## config.mk

```make
export PLATFORM = sky130hd
export DESIGN_NAME = mem_port_arbiter_flat
export DESIGN_NICKNAME = d
export VERILOG_FILES = /design/src/rtl/mem_port_arbiter_if.sv /design/src/rtl/mem_port_arbiter.sv /design/src/flat_wrapper.sv
export SDC_FILE = /design/constraint.sdc
export NUM_CORES = 1
export LEC_CHECK = 0
export BUFFER_PORTS_ARGS = -buffer_cell sky130_fd_sc_hd__buf_4
export CORE_AREA = 4 4 249 251
export DETAILED_ROUTE_END_ITERATION = 10
export DIE_AREA = 0 0 253 255
export GPL_TIMING_DRIVEN = 0
export MAX_ROUTING_LAYER = met4
export SLEW_MARGIN = 10
export SYNTH_ARGS = -nofsm -noshare
export SYNTH_HDL_FRONTEND = slang
export SYNTH_SLANG_ARGS = --single-unit
```

## constraint.sdc

```tcl
create_clock -name clock -period 3.1 [get_ports clock]
set_input_delay 0.465 -clock clock [delete_from_list [all_inputs] [get_ports clock]]
set_output_delay 0.465 -clock clock [all_outputs]
set_load 0.02 [all_outputs]
```

## src/rtl/mem_port_arbiter_if.sv

```systemverilog
// Handshake bundle between the IF/LS requesters, the arbiter and the RAM model.
interface mem_port_arbiter_if #(
  parameter int ADDR_W = 64,
  parameter int DATA_W = 64
);
  logic              if_req;
  logic [ADDR_W-1:0] if_addr;
  logic              if_ack;
  logic [DATA_W-1:0] if_rdata;
  logic              ls_req;
  logic              ls_we;
  logic [ADDR_W-1:0] ls_addr;
  logic [DATA_W-1:0] ls_wdata;
  logic [DATA_W-1:0] ls_wmask;
  logic              ls_ack;
  logic [DATA_W-1:0] ls_rdata;
  logic              ram_en;
  logic              ram_we;
  logic [ADDR_W-1:0] ram_addr;
  logic [DATA_W-1:0] ram_wdata;
  logic [DATA_W-1:0] ram_wmask;
  logic [DATA_W-1:0] ram_rdata;
  logic              busy;
  logic              owner;

  // Arbiter side
  modport slave (
    input  if_req, if_addr, ls_req, ls_we, ls_addr, ls_wdata, ls_wmask, ram_rdata,
    output if_ack, if_rdata, ls_ack, ls_rdata, ram_en, ram_we, ram_addr,
           ram_wdata, ram_wmask, busy, owner
  );

  // Requester / RAM-model side
  modport master (
    output if_req, if_addr, ls_req, ls_we, ls_addr, ls_wdata, ls_wmask, ram_rdata,
    input  if_ack, if_rdata, ls_ack, ls_rdata, ram_en, ram_we, ram_addr,
           ram_wdata, ram_wmask, busy, owner
  );
endinterface

```

## src/rtl/mem_port_arbiter.sv

```systemverilog
// Shares one RAM port between instruction fetch and load/store.
// Transactions are serialised IDLE -> ISSUE -> WAIT -> RESP; LS has priority
// unless IF has been passed over STARVE_MAX times in a row.
module mem_port_arbiter #(
  parameter int ADDR_W     = 64,
  parameter int DATA_W     = 64,
  parameter int MEM_LAT    = 1,
  parameter int STARVE_MAX = 4
) (
  input  logic            clock,
  input  logic            reset,
  mem_port_arbiter_if.slave bus
);

  localparam int LAT_W = (MEM_LAT < 1) ? 1 : $clog2(MEM_LAT + 1);
  localparam int CNT_W = (STARVE_MAX < 1) ? 1 : $clog2(STARVE_MAX + 1);

  typedef enum logic [1:0] {IDLE, ISSUE, WAIT, RESP} state_t;

  state_t            state_q, state_d;
  logic [LAT_W-1:0]  lat_cnt_q, lat_cnt_d;
  logic [CNT_W-1:0]  starve_cnt_q, starve_cnt_d;
  logic              owner_q, owner_d;
  logic              we_q, we_d;
  logic              ram_en_q, ram_en_d;
  logic              ram_we_q, ram_we_d;
  logic [ADDR_W-1:0] ram_addr_q, ram_addr_d;
  logic [DATA_W-1:0] ram_wdata_q, ram_wdata_d;
  logic [DATA_W-1:0] ram_wmask_q, ram_wmask_d;
  logic              if_ack_q, if_ack_d;
  logic              ls_ack_q, ls_ack_d;
  logic [DATA_W-1:0] if_rdata_q, if_rdata_d;
  logic [DATA_W-1:0] ls_rdata_q, ls_rdata_d;
  logic              grant_ls;

  // Next-state, arbitration and output register computation
  always_comb begin
    state_d      = state_q;
    lat_cnt_d    = lat_cnt_q;
    starve_cnt_d = starve_cnt_q;
    owner_d      = owner_q;
    we_d         = we_q;
    ram_en_d     = 1'b0;
    ram_we_d     = 1'b0;
    ram_addr_d   = ram_addr_q;
    ram_wdata_d  = ram_wdata_q;
    ram_wmask_d  = ram_wmask_q;
    if_ack_d     = 1'b0;
    ls_ack_d     = 1'b0;
    if_rdata_d   = if_rdata_q;
    ls_rdata_d   = ls_rdata_q;
    // LS wins unless IF is pending and has already been passed over STARVE_MAX times.
    grant_ls     = bus.ls_req && !(bus.if_req && (starve_cnt_q == CNT_W'(STARVE_MAX)));

    case (state_q)
      IDLE: begin
        if (!bus.if_req) starve_cnt_d = '0;
        if (bus.if_req || bus.ls_req) begin
          state_d   = ISSUE;
          ram_en_d  = 1'b1;
          lat_cnt_d = '0;
          if (grant_ls) begin
            owner_d     = 1'b1;
            we_d        = bus.ls_we;
            ram_we_d    = bus.ls_we;
            ram_addr_d  = bus.ls_addr;
            ram_wdata_d = bus.ls_wdata;
            ram_wmask_d = bus.ls_wmask;
            if (bus.if_req) starve_cnt_d = starve_cnt_q + CNT_W'(1);
          end else begin
            // Fetches never write, so the write payload is cleared.
            owner_d      = 1'b0;
            we_d         = 1'b0;
            ram_addr_d   = bus.if_addr;
            ram_wdata_d  = '0;
            ram_wmask_d  = '0;
            starve_cnt_d = '0;
          end
        end
      end
      ISSUE: begin
        // The ISSUE cycle is latency cycle 0; WAIT begins at cycle 1.
        state_d   = WAIT;
        lat_cnt_d = LAT_W'(1);
      end
      WAIT: begin
        if (lat_cnt_q == LAT_W'(MEM_LAT)) begin
          state_d = RESP;
          if (owner_q) begin
            ls_ack_d = 1'b1;
            if (!we_q) ls_rdata_d = bus.ram_rdata;
          end else begin
            if_ack_d   = 1'b1;
            if_rdata_d = bus.ram_rdata;
          end
        end else begin
          lat_cnt_d = lat_cnt_q + LAT_W'(1);
        end
      end
      RESP: state_d = IDLE;
      default: state_d = IDLE;
    endcase
  end

  // State and output registers; reset aborts any access in flight
  always_ff @(posedge clock) begin
    if (reset) begin
      state_q      <= IDLE;
      lat_cnt_q    <= '0;
      starve_cnt_q <= '0;
      owner_q      <= 1'b0;
      we_q         <= 1'b0;
      ram_en_q     <= 1'b0;
      ram_we_q     <= 1'b0;
      ram_addr_q   <= '0;
      ram_wdata_q  <= '0;
      ram_wmask_q  <= '0;
      if_ack_q     <= 1'b0;
      ls_ack_q     <= 1'b0;
      if_rdata_q   <= '0;
      ls_rdata_q   <= '0;
    end else begin
      state_q      <= state_d;
      lat_cnt_q    <= lat_cnt_d;
      starve_cnt_q <= starve_cnt_d;
      owner_q      <= owner_d;
      we_q         <= we_d;
      ram_en_q     <= ram_en_d;
      ram_we_q     <= ram_we_d;
      ram_addr_q   <= ram_addr_d;
      ram_wdata_q  <= ram_wdata_d;
      ram_wmask_q  <= ram_wmask_d;
      if_ack_q     <= if_ack_d;
      ls_ack_q     <= ls_ack_d;
      if_rdata_q   <= if_rdata_d;
      ls_rdata_q   <= ls_rdata_d;
    end
  end

  assign bus.busy      = (state_q != IDLE);
  assign bus.owner     = owner_q;
  assign bus.ram_en    = ram_en_q;
  assign bus.ram_we    = ram_we_q;
  assign bus.ram_addr  = ram_addr_q;
  assign bus.ram_wdata = ram_wdata_q;
  assign bus.ram_wmask = ram_wmask_q;
  assign bus.if_ack    = if_ack_q;
  assign bus.ls_ack    = ls_ack_q;
  assign bus.if_rdata  = if_rdata_q;
  assign bus.ls_rdata  = ls_rdata_q;

endmodule
```

## src/flat_wrapper.sv

```systemverilog
// flat-port wrapper written by rule: the top's interface ports become plain ports
module mem_port_arbiter_flat 
#(
  parameter int ADDR_W     = 64,
  parameter int DATA_W     = 64,
  parameter int MEM_LAT    = 1,
  parameter int STARVE_MAX = 4
)
  (clock, reset, bus_if_req, bus_if_addr, bus_ls_req, bus_ls_we, bus_ls_addr, bus_ls_wdata, bus_ls_wmask, bus_ram_rdata, bus_if_ack, bus_if_rdata, bus_ls_ack, bus_ls_rdata, bus_ram_en, bus_ram_we, bus_ram_addr, bus_ram_wdata, bus_ram_wmask, bus_busy, bus_owner);
  mem_port_arbiter_if #(.ADDR_W(ADDR_W), .DATA_W(DATA_W)) bus_i ();
  input  logic clock;
  input  logic reset;
  input wire logic [$bits(bus_i.if_req)-1:0] bus_if_req;
  input wire logic [$bits(bus_i.if_addr)-1:0] bus_if_addr;
  input wire logic [$bits(bus_i.ls_req)-1:0] bus_ls_req;
  input wire logic [$bits(bus_i.ls_we)-1:0] bus_ls_we;
  input wire logic [$bits(bus_i.ls_addr)-1:0] bus_ls_addr;
  input wire logic [$bits(bus_i.ls_wdata)-1:0] bus_ls_wdata;
  input wire logic [$bits(bus_i.ls_wmask)-1:0] bus_ls_wmask;
  input wire logic [$bits(bus_i.ram_rdata)-1:0] bus_ram_rdata;
  output wire logic [$bits(bus_i.if_ack)-1:0] bus_if_ack;
  output wire logic [$bits(bus_i.if_rdata)-1:0] bus_if_rdata;
  output wire logic [$bits(bus_i.ls_ack)-1:0] bus_ls_ack;
  output wire logic [$bits(bus_i.ls_rdata)-1:0] bus_ls_rdata;
  output wire logic [$bits(bus_i.ram_en)-1:0] bus_ram_en;
  output wire logic [$bits(bus_i.ram_we)-1:0] bus_ram_we;
  output wire logic [$bits(bus_i.ram_addr)-1:0] bus_ram_addr;
  output wire logic [$bits(bus_i.ram_wdata)-1:0] bus_ram_wdata;
  output wire logic [$bits(bus_i.ram_wmask)-1:0] bus_ram_wmask;
  output wire logic [$bits(bus_i.busy)-1:0] bus_busy;
  output wire logic [$bits(bus_i.owner)-1:0] bus_owner;
  assign bus_i.if_req = bus_if_req;
  assign bus_i.if_addr = bus_if_addr;
  assign bus_i.ls_req = bus_ls_req;
  assign bus_i.ls_we = bus_ls_we;
  assign bus_i.ls_addr = bus_ls_addr;
  assign bus_i.ls_wdata = bus_ls_wdata;
  assign bus_i.ls_wmask = bus_ls_wmask;
  assign bus_i.ram_rdata = bus_ram_rdata;
  assign bus_if_ack = bus_i.if_ack;
  assign bus_if_rdata = bus_i.if_rdata;
  assign bus_ls_ack = bus_i.ls_ack;
  assign bus_ls_rdata = bus_i.ls_rdata;
  assign bus_ram_en = bus_i.ram_en;
  assign bus_ram_we = bus_i.ram_we;
  assign bus_ram_addr = bus_i.ram_addr;
  assign bus_ram_wdata = bus_i.ram_wdata;
  assign bus_ram_wmask = bus_i.ram_wmask;
  assign bus_busy = bus_i.busy;
  assign bus_owner = bus_i.owner;
  mem_port_arbiter #(.ADDR_W(ADDR_W), .DATA_W(DATA_W), .MEM_LAT(MEM_LAT), .STARVE_MAX(STARVE_MAX)) u_core (.clock(clock), .reset(reset), .bus(bus_i));
endmodule
```

==> flow_summary.ini, run 1 <==
[clock_network]
cts_setup_buffers = 0
cts_buffers = 40
cts_root_buffer = clkbuf_16
cts.clk_slew.worst_paths_ns = 0.06
clock_sinks = 332
clock_path_buffers = 3
cts_htree_levels = 2
ctsResizeCount = 0
postCtsHoldBufs = 0
clk_latency_ns = 0.56
tritoncts = built

[outcome]
outcome = complete, no violations

[place]
gp_congestion = 0.894
port-buffer-count = 648
dpl-instance-area_um2 = 18900
dp_cells = 2863
hpwl_um = 48600

[synthesis]
ys_async_sr_fraction_pct = 0
synth_area_leaders = dfxtp_1 (51%), a32oi_1 (8.6%), nand2_1 (7.4%)
synth_ff_type = dfxtp_1
synth_area_um2 = 13100
synth_largest_area_cell = dfxtp_1
yosysUniqueCellTypes = 40
synth_warnings = 0
syn_avg_cell_area_um2 = 9.14
netlist.area_leader.share_pct = 50.7
synth_seq_cells = 332
synthesis.nets = 1764
syn_inst = 1433
synth_edf_count = 0
yosysSeqAreaShare_pct = 50.7

[timing]
drv_slew = 0
fin_crit_ns = 2.16
whs_ns = 0.159
fin_crit_sh_pct = 69.7
worstMarginPinSlew_ns = 1.03
rsz0062_at_grt = false
clock_skew_ns = 0.0204
setup_viol = 0
timing.fmax_mhz = 463
max-slew-margin-rel_pct = 31.6
tns_ns = 0
hold_viol = 0

[critical_path]
rr_startpoint = u_core.state_q[0]
cp.required_ns = 3.58
ff2ff_setup_slack_ns = 0.94
rr_worst_depth = 7
cp-end-kind = register
timing.rr.end = u_core.bus.ram_wdata[0]
worstSetupStartpointType = register
cp_data_arrival_time_ns = 2.64
critical_path_class = register to register
crit_fanout = 10

[global_routing]
grt_pass1_wl_um = 89200
grt_pass1_vias = 14179
grt_max_degree = 13
grt-ovfl-total = 0
grt_usage_pct = 18.4
antenna_found_initial = 5

[die]
coreArea_um2 = 59900
start_util_pct = 21.9
die-height_um = 255
io_pins = 651
die_width_um = 253
num_rows = 90
dieArea_um2 = 64500

[pwr]
ir_drop_v = 0.000481
comb_power_share_pct = 32.2
power.leakage_nw = 8.41
powerDensity_nw_per_um2 = 735
pwr-share-clk_pct = 32.5
p_sw_share_pct = 35.4
p_switching_w = 0.00527
p_int_w = 0.00964
pwr-share-seq_pct = 35.4

[final_layout]
nets = 2454
fin_util_pct = 33.9
area_growth_pct = 54.9
postLayoutCellArea_um2 = 20300
drive_gt1_share_pct = 43.4
fin_cells = 2937

[drt]
avgRoutedWirePerCell_um = 21.2
drc = 0
drtAntennaViolNets = 0
wl_met3_um = 4710
drt-total-wl_um = 62200
drt-pass1-iter-count = 5
routed-wl-met2_um = 30200
via_per_inst = 4.76
drt-met1-wl_um = 25000
vias = 13971
drt_iter0_markers = 786
top_layer_used = met4

[worst_hold_path]
worstHoldEndpoint = u_core.bus.ls_rdata[45]
whs_path_depth = 3
hold_class = input pin to register
min-delay-start = bus_ram_rdata[45]

[run]
drv_cap = 0
## stage by stage
step	worst slack (ns)	power [W]
6_report	0.941	0.0149
5_1_grt	0.768	0.0156
4_1_cts	0.820	0.0151
3_5_place_dp	0.218	0.0102
3_3_place_gp	0.196	0.0101
2_1_floorplan	1.60	0.00798
## logic make-up after synthesis
group,after synthesis,share of synthesized area (%)
flip-flops,332,50.7
buffers and inverters,158,6.49
AND/OR/NAND/NOR,540,16.7
adder cells (fa/ha/maj),6,0.573
AO/OA/AOI/OAI,397,25.4
## worst max-delay path by stage
stage	startpoint	endpoint	slack, ns	cells past startpoint
global route	u_core.state_q[0]	u_core.bus.owner	0.77	7
CTS	reset	u_core.bus.if_ack	0.82	4
detailed placement	reset	u_core.bus.if_ack	0.22	4
finish	u_core.state_q[0]	u_core.bus.ram_wdata[0]	0.94	7
floorplan	u_core.state_q[0]	u_core.bus.ram_wdata[36]	1.60	8
global placement	reset	u_core.bus.if_ack	0.20	4
## worst max-delay path, cell delays in order, from the launching register on
cell and delay [ns]:
dfxtp_1 0.36, inv_1 0.09, ha_1 0.23, buf_4 0.18, o21ai_2 0.21, clkbuf_1 0.71, a32oi_1 0.12, nor2_1 0.14
## metal layers
metal	track usage, %	up-vias
met2	30.8	665
met3	4.46	117
met5	-	-
met1	21.5	6694
met4	6.93	0
li1	-	6495
## registers in the layout, indices dropped and copies added (netlist names)
name	cells
u_core.bus.ram_wdata	64
u_core.bus.ram_wmask	64
u_core.bus.owner	1
u_core.lat_cnt_q	1
u_core.bus.ram_en	1
u_core.state_q	2
u_core.bus.ram_addr	64
u_core.bus.ram_we	1
u_core.we_q	1
u_core.bus.ls_rdata	64
u_core.bus.if_ack	1
u_core.bus.if_rdata	64
u_core.bus.ls_ack	1
u_core.starve_cnt_q	3
## Yosys cell counts, types with 2 or more instances
master,count
nand2_1,257
nand3b_1,3
clkbuf_1,42
a311oi_1,4
o21ai_1,5
nand4_1,2
nand4b_1,2
buf_1,10
a32oi_1,128
inv_1,6
buf_2,85
nor3b_1,2
a311oi_2,60
nand3_1,67
nor2_1,196
nor3_1,2
buf_12,6
a21oi_1,133
o21ai_2,61
buf_4,4
buf_6,3
dfxtp_1,332
ha_1,6
## cells in the final DEF, fill, tap and decap left out, drive strengths merged, types with 2 or more instances in the layout
cell and n:
a21oi 133, nand2 257, clkinv 5, inv 9
nand4 2, a32oi 128, nor2 196, ha 6
buf 757, nor3 2, o21ai 67, clkinvlp 2
diode 4, nand3 68, nand3b 3, bufinv 3
clkbuf 100, nand4b 2, a311oi 64, dfxtp 332
nor3b 2
## final cells by class
cell class / count / area, um^2
fill: 6275 / 39600
sequential: 332 / 6650
multi-input combinational: 943 / 5600
timing repair buffer: 648 / 4860
clock buffer: 57 / 1150
tap: 782 / 978
buffer: 152 / 827
clock inverter: 13 / 185
inverter: 6 / 22.5
antenna: 4 / 10.0
## power by group through the flow
stage / Sequential (W) / Clock, W / Combinational, W
floorplan: 0.00596 / 0 / 0.00202
global placement: 0.00533 / 0 / 0.00473
detailed placement: 0.00534 / 0 / 0.00482
CTS: 0.00527 / 0.00496 / 0.00483
global route: 0.00533 / 0.00513 / 0.00514
finish: 0.00528 / 0.00484 / 0.00480
No activity file was read; power rests on OpenSTA's default activity.
==> run 2: changes to the inputs <==
==> constraint.sdc (replaced) <==
create_clock -name clock -period 2.2 [get_ports clock]
set_input_delay 0.33 -clock clock [delete_from_list [all_inputs] [get_ports clock]]
set_output_delay 0.33 -clock clock [all_outputs]
set_load 0.02 [all_outputs]
==> run 2 against run 1 <==
  * Register-to-register slack got worse by 0.79 ns
  * First-iteration DRC count rose by 8.3%
  * Clock power rose by 41%
  * Clock skew rose by 0.00072 ns
  * Non-clock buffer count rose by 88
  * Via count rose by 2.3%
  * Design area rose by 4.4%
  * Sequential cell count did not move
==> flow_summary.ini, run 2 (synthesized netlist as in run 1, its figures left out) <==
[die]
io_pins = 651
die-height_um = 255
num_rows = 90
dieArea_um2 = 64500
start_util_pct = 21.9
die_width_um = 253
coreArea_um2 = 59900

[place]
dp_cells = 2863
hpwl_um = 48600
gp_congestion = 0.894
dpl-instance-area_um2 = 18900
port-buffer-count = 648
dp_slack_ns = -0.547

[run]
drv_cap = 0

[critical_path]
cp_common_cell = buf_2
crit_start = u_core.starve_cnt_q[0]
cp.required_ns = 2.61
rr_worst_depth = 7
critical_path_class = register to register
worstSetupStartpointType = register
ff2ff_setup_slack_ns = 0.16
endpoint = u_core.bus.ram_wdata[2]
crit_slowest_cell = buf_2
path_cells = inv_1 > ha_1 > nand3_2 > buf_2 > buf_2 > a32oi_1 > nor2_1
cp-end-kind = register
cp_data_arrival_time_ns = 2.45
crit_fanout = 10
slowest_delay_ns = 0.34
rr_startpoint = u_core.starve_cnt_q[0]
timing.rr.end = u_core.bus.ram_wdata[2]

[timing]
max-slew-margin-rel_pct = 30.4
setup_ws_ns = 0.156
rsz0062_at_grt = false
worstMarginPinSlew_ns = 1.04
fin_crit_sh_pct = 92.9
fin_crit_ns = 2.04
clock_skew_ns = 0.0212
hold_viol = 0
drv_slew = 0
tns_ns = 0
setup_viol = 0
whs_ns = 0.0416
timing.fmax_mhz = 489

[clock_network]
clk_latency_ns = 0.56
cts_buffers = 40
cts_root_buffer = clkbuf_16
clock_path_buffers = 3
cts_htree_levels = 2
tritoncts = built
cts.clk_slew.worst_paths_ns = 0.06
clock_sinks = 332
cts_setup_buffers = 0

[drt]
drt-pass1-iter-count = 6
vias = 14298
drc = 0
drtAntennaViolNets = 0
drt_iter0_markers = 851
drt-total-wl_um = 62900
via_per_inst = 4.73
avgRoutedWirePerCell_um = 20.8

[pwr]
powerDensity_nw_per_um2 = 1000
power.leakage_nw = 8.78
ir_drop_v = 0.000671

[global_routing]
grt-ovfl-total = 0
grt_usage_pct = 18.7
grt_pass1_vias = 14620
use_met3_pct = 4.92
grt_util_met1_pct = 21.4
grt_max_degree = 13
grt_pass1_wl_um = 90600
antenna_found_initial = 6
use_met2_pct = 30.6
grt_busiest_layer = met2

[final_layout]
fin_cells = 3026
postLayoutCellArea_um2 = 21200
nets = 2542
mostFrequentLayoutCell = buf_4
final_cell_mix = buf_4 (653), dfxtp_1 (332), nand2_1 (257)
drive_gt1_share_pct = 41.8
area_growth_pct = 61.7

[worst_hold_path]
hold_class = input pin to register

[outcome]
outcome = complete, no violations
-- run 2: area by class of cell --
class / count / area (um^2)
antenna: 5 / 12.5
tap: 782 / 978
inverter: 6 / 22.5
fill: 6165 / 38700
clock inverter: 13 / 185
buffer: 152 / 832
sequential: 332 / 6650
multi-input combinational: 943 / 5600
clock buffer: 57 / 1150
timing repair buffer: 736 / 5750
-- run 2: timing repair --
item,in CTS,in global routing
resized for setup,1,4
hold buffers,88,0
setup endpoints to repair,3,29
endpoints found under the hold margin,122,0
-- run 2: routing by layer --
layer	up-vias	share of wire [%]	wire, um
met5	-	0	0
met4	0	4.8	3020
met3	149	7.8	4910
met2	670	48	30000
met1	6797	40	25000
li1	6682	-	-
-- run 2: worst max-delay path: cells and delay by family, from the launching register on --
family / cells / cell delay (ns)
buffers and inverters: 3 / 0.67
and+or+nand+nor: 2 / 0.38
DFF: 1 / 0.32
adders and majority gates: 1 / 0.22
AOI/OAI and AO/OA: 1 / 0.29
-- run 2: how the worst min path moves through the flow --
stage / startpoint / to / slack, ns / cells past startpoint
6_report: bus_ls_wdata[9] / u_core.bus.ram_wdata[9] / 0.04 / 3
3_3_place_gp: u_core.bus.ls_rdata[31] / u_core.bus.ls_rdata[31] / 0.44 / 2
4_1_cts: bus_ram_rdata[24] / u_core.bus.ls_rdata[24] / 0.0001 / 3
3_5_place_dp: u_core.bus.ls_rdata[37] / u_core.bus.ls_rdata[37] / 0.45 / 2
2_1_floorplan: u_core.we_q / u_core.we_q / 0.44 / 2
5_1_grt: bus_ram_rdata[28] / u_core.bus.if_rdata[28] / 0.005 / 3
-- run 2: power breakdown --
part	internal [W]	leakage, nW	total [W]	switching (W)
logic	0.00279	5.42	0.00691	0.00412
registers	0.00687	2.71	0.00745	0.000575
clock network	0.00404	0.653	0.00681	0.00278
total	0.0137	8.78	0.0212	0.00747
-- run 2: metrics by stage --
stage | power, W | util (%)
floorplan | 0.0112 | -
global placement | 0.0142 | 31.6
detailed placement | 0.0143 | 31.6
CTS | 0.0214 | 35.3
global route | 0.0222 | 35.4
finish | 0.0212 | 35.4
